`src/rtl/mips_pkg.sv`:
```
// Shared constants for the pipelined MIPS datapath.
package mips_pkg;

    localparam int unsigned        DATA_W           = 32;
    localparam int unsigned        WORD_BYTES       = 4;
    localparam logic [DATA_W-1:0]  NOP_INSTR        = 32'h0000_0000;
    localparam logic [DATA_W-1:0]  DEFAULT_RESET_PC = 32'h0000_0000;

    // Word-align a fetch target by clearing the byte-offset bits.
    function automatic logic [DATA_W-1:0] word_align(input logic [DATA_W-1:0] addr);
        return {addr[DATA_W-1:2], 2'b00};
    endfunction

endpackage

```
`src/rtl/ifid_pipeline_reg.sv`:
```
// IF/ID pipeline register: instruction, PC+4 and valid, with hold/flush/load.
// Priority is hold > flush > load. With none asserted the register holds.
import mips_pkg::*;

module ifid_pipeline_reg (
    input  logic              clk_i,
    input  logic              reset_i,
    input  logic              hold_i,
    input  logic              flush_i,
    input  logic              load_i,
    input  logic [DATA_W-1:0] instr_i,
    input  logic [DATA_W-1:0] pcplus4_i,
    output logic [DATA_W-1:0] instr_o,
    output logic [DATA_W-1:0] pcplus4_o,
    output logic              valid_o
);

    logic [DATA_W-1:0] instr_q,   instr_d;
    logic [DATA_W-1:0] pcplus4_q, pcplus4_d;
    logic              valid_q,   valid_d;

    // Select next contents: keep, inject a nop bubble, or capture the fetch.
    always_comb begin
        instr_d   = instr_q;
        pcplus4_d = pcplus4_q;
        valid_d   = valid_q;
        if (hold_i) begin
            instr_d   = instr_q;
        end else if (flush_i) begin
            instr_d   = NOP_INSTR;
            pcplus4_d = '0;
            valid_d   = 1'b0;
        end else if (load_i) begin
            instr_d   = instr_i;
            pcplus4_d = pcplus4_i;
            valid_d   = 1'b1;
        end
    end

    // Register with synchronous reset to an empty bubble.
    always_ff @(posedge clk_i) begin
        if (reset_i) begin
            instr_q   <= NOP_INSTR;
            pcplus4_q <= '0;
            valid_q   <= 1'b0;
        end else begin
            instr_q   <= instr_d;
            pcplus4_q <= pcplus4_d;
            valid_q   <= valid_d;
        end
    end

    assign instr_o   = instr_q;
    assign pcplus4_o = pcplus4_q;
    assign valid_o   = valid_q;

endmodule

```
`src/rtl/instruction_fetch_unit.sv`:
```
// MIPS IF stage: owns the PC, arbitrates stall / redirect / out-of-range /
// sequential fetch, feeds the IF/ID register and counts valid fetches.
import mips_pkg::*;

module instruction_fetch_unit #(
    parameter logic [31:0] RESET_PC   = DEFAULT_RESET_PC,
    parameter int unsigned IMEM_WORDS = 64
) (
    input  logic        clk,
    input  logic        reset,
    input  logic        Stall,
    input  logic        BranchTaken,
    input  logic [31:0] BranchTarget,
    input  logic        Jump,
    input  logic [31:0] JumpTarget,
    output logic [31:0] Readaddress,
    input  logic [31:0] instruction,
    output logic [31:0] IFID_instruction,
    output logic [31:0] IFID_PCplus4,
    output logic        IFID_valid,
    output logic [31:0] FetchCount
);

    localparam logic [DATA_W-1:0] IMEM_LIMIT = DATA_W'(IMEM_WORDS);
    localparam logic [DATA_W-1:0] COUNT_MAX  = '1;

    logic [DATA_W-1:0] pc_q,    pc_d;
    logic [DATA_W-1:0] count_q, count_d;
    logic [DATA_W-1:0] pc_plus4;
    logic [DATA_W-1:0] redirect_tgt;
    logic              redirect;
    logic              out_of_range;
    logic              ifid_hold, ifid_flush, ifid_load;

    assign pc_plus4     = pc_q + DATA_W'(WORD_BYTES);
    assign redirect     = BranchTaken | Jump;
    assign redirect_tgt = word_align(BranchTaken ? BranchTarget : JumpTarget);
    assign out_of_range = ({2'b00, pc_q[DATA_W-1:2]} >= IMEM_LIMIT);

    // Fixed-priority next PC, counter and IF/ID control (reset is in the flop).
    always_comb begin
        pc_d       = pc_q;
        count_d    = count_q;
        ifid_hold  = 1'b0;
        ifid_flush = 1'b0;
        ifid_load  = 1'b0;
        if (Stall) begin
            // Redirect is ignored; hazard unit re-presents it after the stall.
            ifid_hold = 1'b1;
        end else if (redirect) begin
            pc_d       = redirect_tgt;
            ifid_flush = 1'b1;
        end else if (out_of_range) begin
            // Park on the bad address until a redirect pulls us back.
            ifid_flush = 1'b1;
        end else begin
            pc_d      = pc_plus4;
            ifid_load = 1'b1;
            if (count_q != COUNT_MAX) begin
                count_d = count_q + 1'b1;
            end
        end
    end

    // PC and fetch counter registers.
    always_ff @(posedge clk) begin
        if (reset) begin
            pc_q    <= RESET_PC;
            count_q <= '0;
        end else begin
            pc_q    <= pc_d;
            count_q <= count_d;
        end
    end

    ifid_pipeline_reg u_ifid (
        .clk_i     (clk),
        .reset_i   (reset),
        .hold_i    (ifid_hold),
        .flush_i   (ifid_flush),
        .load_i    (ifid_load),
        .instr_i   (instruction),
        .pcplus4_i (pc_plus4),
        .instr_o   (IFID_instruction),
        .pcplus4_o (IFID_PCplus4),
        .valid_o   (IFID_valid)
    );

    assign Readaddress = pc_q;
    assign FetchCount  = count_q;

endmodule

```
`config.mk`:
```
export PLATFORM = sky130hd
export DESIGN_NAME = instruction_fetch_unit
export DESIGN_NICKNAME = d
export VERILOG_FILES = /design/src/rtl/mips_pkg.sv /design/src/rtl/ifid_pipeline_reg.sv /design/src/rtl/instruction_fetch_unit.sv
export SDC_FILE = /design/constraint.sdc
export NUM_CORES = 1
export LEC_CHECK = 0
export CAP_MARGIN = 15
export CORE_UTILIZATION = 42
export CTS_CLUSTER_DIAMETER = 200
export DETAILED_ROUTE_END_ITERATION = 16
export PLACE_DENSITY_LB_ADDON = 0.12
export SLEW_MARGIN = 10
export SYNTH_ARGS = -nofsm -noshare
export SYNTH_HDL_FRONTEND = slang
export SYNTH_SLANG_ARGS = --single-unit
```
`constraint.sdc`:
```
create_clock -name clk -period 2.85 [get_ports clk]
set_clock_uncertainty 0.1 [all_clocks]
set_input_delay 0.285 -clock clk [delete_from_list [all_inputs] [get_ports clk]]
set_output_delay 0.285 -clock clk [all_outputs]
set_load 0.02 [all_outputs]
```
==> reports/results.tsv <==
stage	metric	value	unit
run_status	status	complete, no violations	
global_routing	antenna_found_initial	0	
power_and_ir_drop	switching_share	0.2384	
global_routing	grt_usage	0.2469	
power_and_ir_drop	internal_power	3.513	mW
critical_path	slowest_delay	0.56	ns
critical_path	arrival	2.69	ns
logic_synthesis	syn_area_per_cell	9.143	um^2
global_routing	gr-total-overflow	0	
detailed_routing	drtAntennaViolNets	0	
critical_path	ff2ff_path_depth	5	
detailed_routing	num_vias	5256	
place	dp_hpwl	11.05	mm
critical_path	cp_num_cells	5	
die	start_util	0.4343	
logic_synthesis	ys.flop_type	dfxtp_1	
sta	finalSetupViolCount	0	
clocking	clock_latency	0.43	ns
die	design.core.area	0.01206	mm^2
detailed_routing	drt_iter0_drc	370	
sta	hold_viol_final	0	
critical_path	path_cells	nand4_1, nor4_2, nand4_2, or4_1, a21oi_1	
critical_path	end_kind	flop	
clocking	clockRootBuffer	clkbuf_16	
clocking	post_cts_resized	0	
critical_path	r2r_slack	0.40	ns
final_layout	nets	887	
critical_path	cp_max_fo	10	
final_layout	final_layout_size_suffix_gt1_frac	0.08417	
logic_synthesis	synth_area_leader_cell	dfxtp_1	
detailed_routing	detail_route.wl_per_cell	16.35	um
critical_path	critPathKind	flop to flop	
critical_path	slowest_stage	or4_1	
sta	min_period	2.449	ns
detailed_routing	viasPerCell	5.452	
final_layout	diodes	0	
final_layout	final_common_cell	clkdlybuf4s50_1	
sta	rsz0062_at_grt	no	
final_layout	final_cell_mix	clkdlybuf4s50_1 (222), dfxtp_1 (126), nor2_1 (84), a22oi_1 (61)	
place	io_buffers	223	
clocking	post_cts_buffers	0	
sta	fmaxAchievable	0.4084	GHz
final_layout	final_util	0.6849	
die	ios	230	
logic_synthesis	syn-cell-area	0.005239	mm^2
die	fp.dieW	113.7	um
power_and_ir_drop	leakagePower	2.833	nW
critical_path	crit_end	FetchCount[17]	
sta	maxSlewHeadroom	0.4544	
critical_path	start_kind	flop	
clocking	clk_pin_slew_worst_paths	0.06	ns
clocking	htree_levels	4	
clocking	cts.sinks	126	
critical_path	worstSetupStartpoint	FetchCount[6]	
clocking	holdBufCountCts	0	
power_and_ir_drop	p_clk_frac	0.503	
sta	slew_violations	0	
logic_synthesis	ys_top_cells_by_area	dfxtp_1 (48%), a22oi_1 (8.7%), nor2_1 (6.0%)	
die	die_area	0.01292	mm^2
hold_path	hp-class	primary input to flop	
clocking	cts_tree	yes	
global_routing	grt_max_degree	77	
detailed_routing	drc	0	
critical_path	reg2reg_to	FetchCount[17]	
place	placed_cell_area	0.007625	mm^2
critical_path	crit_required	3.09	ns
logic_synthesis	ys_seq_area_frac	0.4815	
final_layout	instances_no_fill	964	
sta	setup_tns	0	ns
logic_synthesis	synth_top_area_share	0.4815	
power_and_ir_drop	pwr-share-seq	0.398	
logic_synthesis	yosysUniqueCellTypes	49	
die	die_y	113.7	um
flow_run	maxCapViolations	0	
die	num_rows	40	
final_layout	area_growth	57.68	%
sta	fin_hold_ws	0.2956	ns
logic_synthesis	synth_edf_count	0	
clocking	cts_made_buffers	17	
power_and_ir_drop	pwr_density_cell	558.4	mW/mm^2
clocking	clock_path_buffers	2	
power_and_ir_drop	peakVddDrop	0.3751	mV
logic_synthesis	synth_seq_cells	126	
critical_path	critPathTopFamily	simple AND/OR/NAND/NOR gates	
critical_path	path_buf_inv	0	
critical_path	rr_startpoint	FetchCount[6]	
logic_synthesis	synthArstFlopShare	0	
logic_synthesis	ys.warnings.count	0	
power_and_ir_drop	p_sw	1.100	mW
global_routing	grt_pass1_wl	24.88	mm
sta	tightest_slew	0.8184	ns
final_layout	final_area	0.008260	mm^2
place	place.gp.congestion	0.7836	
sta	min_period_over_period	0.8592	
place	dp.cells	932	
logic_synthesis	synthCells	573	
detailed_routing	routed_wirelength	15.77	mm
detailed_routing	dr.pass1.iters	5	
power_and_ir_drop	combPwrFrac	0.099	
global_routing	grt_pass1_vias	5017	
-- state kept, by name (all words and copies together), names as in the netlist --
register	flops
FetchCount	32
u_ifid.valid_o	1
Readaddress	30
u_ifid.instr_o	32
u_ifid.pcplus4_o	31
-- metal layers --
metal  track usage  part of all wire  vias to the layer above
met2        0.4280              0.51                      193
met3       0.09033             0.071                       18
li1              -                 -                     2555
met1        0.2807              0.40                     2490
met4       0.08070             0.016                        0
met5             0                 0                        -
-- metrics by stage --
step                setup WS [ns]  power, mW
floorplan                  0.5810      2.068
global placement           0.3151      2.314
detailed placement         0.1890      2.325
CTS                        0.3914      4.640
global route               0.2254      4.766
finish                     0.4013      4.613
-- synthesized netlist by cell type, types with 3 or more instances --
master and number:
nor4_2 5, a211oi_1 28, and2_1 26, a221oi_1 5, o31ai_1 20, nor2_1 84, a21oi_1 28, mux2i_1 3
clkbuf_1 34, nand3_1 15, mux2_2 6, buf_4 3, nor3_1 4, and4_1 5, buf_2 6, dfxtp_1 126
or3_1 5, o21ai_0 8, or4_1 20, a22oi_1 61, and3_1 4, nor4_1 7, nor2b_1 9, ha_1 3
inv_1 5, nand2_1 20, nand4_1 7
-- kinds of logic (layout without fill, tap and decap cells) --
group                      Yosys count  after routing  share of synthesized area
AOI/OAI and AO/OA                  157            157                     0.2126
buffers and inverters               52            274                    0.04251
DFF                                126            126                     0.4815
and+or+nand+nor                    221            221                     0.2298
xor gates and xnor gates             3              3                   0.005016
adders and majority gates            3              3                   0.007166
muxes                               10             10                    0.02078
other                                1              2                  0.0007158
-- power groups by stage --
stage | Combinational [mW] | Sequential (mW) | Clock [mW]
global route | 0.490 | 1.84 | 2.44
detailed placement | 0.453 | 1.87 | 0
CTS | 0.457 | 1.83 | 2.35
finish | 0.456 | 1.83 | 2.32
global placement | 0.445 | 1.87 | 0
floorplan | 0.163 | 1.91 | 0
-- how the worst min path moves through the flow --
stage | startpoint | slack (ns) | end | depth (start not counted)
finish | reset | 0.30 | u_ifid.instr_o[5] | 2
global route | reset | 0.36 | u_ifid.instr_o[8] | 2
CTS | reset | 0.31 | u_ifid.instr_o[2] | 2
detailed placement | u_ifid.pcplus4_o[27] | 0.34 | u_ifid.pcplus4_o[27] | 1
global placement | u_ifid.pcplus4_o[30] | 0.34 | u_ifid.pcplus4_o[30] | 1
floorplan | instruction[0] | 0.33 | u_ifid.instr_o[0] | 2
-- area by class of cell --
class	instances	area [um^2]
clock buffer	17	425.4
tap	168	210.2
multi-input combinational	396	2514
clock inverter	15	210.2
fill	998	3801
sequential	126	2522
timing repair buffer	237	2360
inverter	5	18.77
Power figures use the tool's default switching activity.
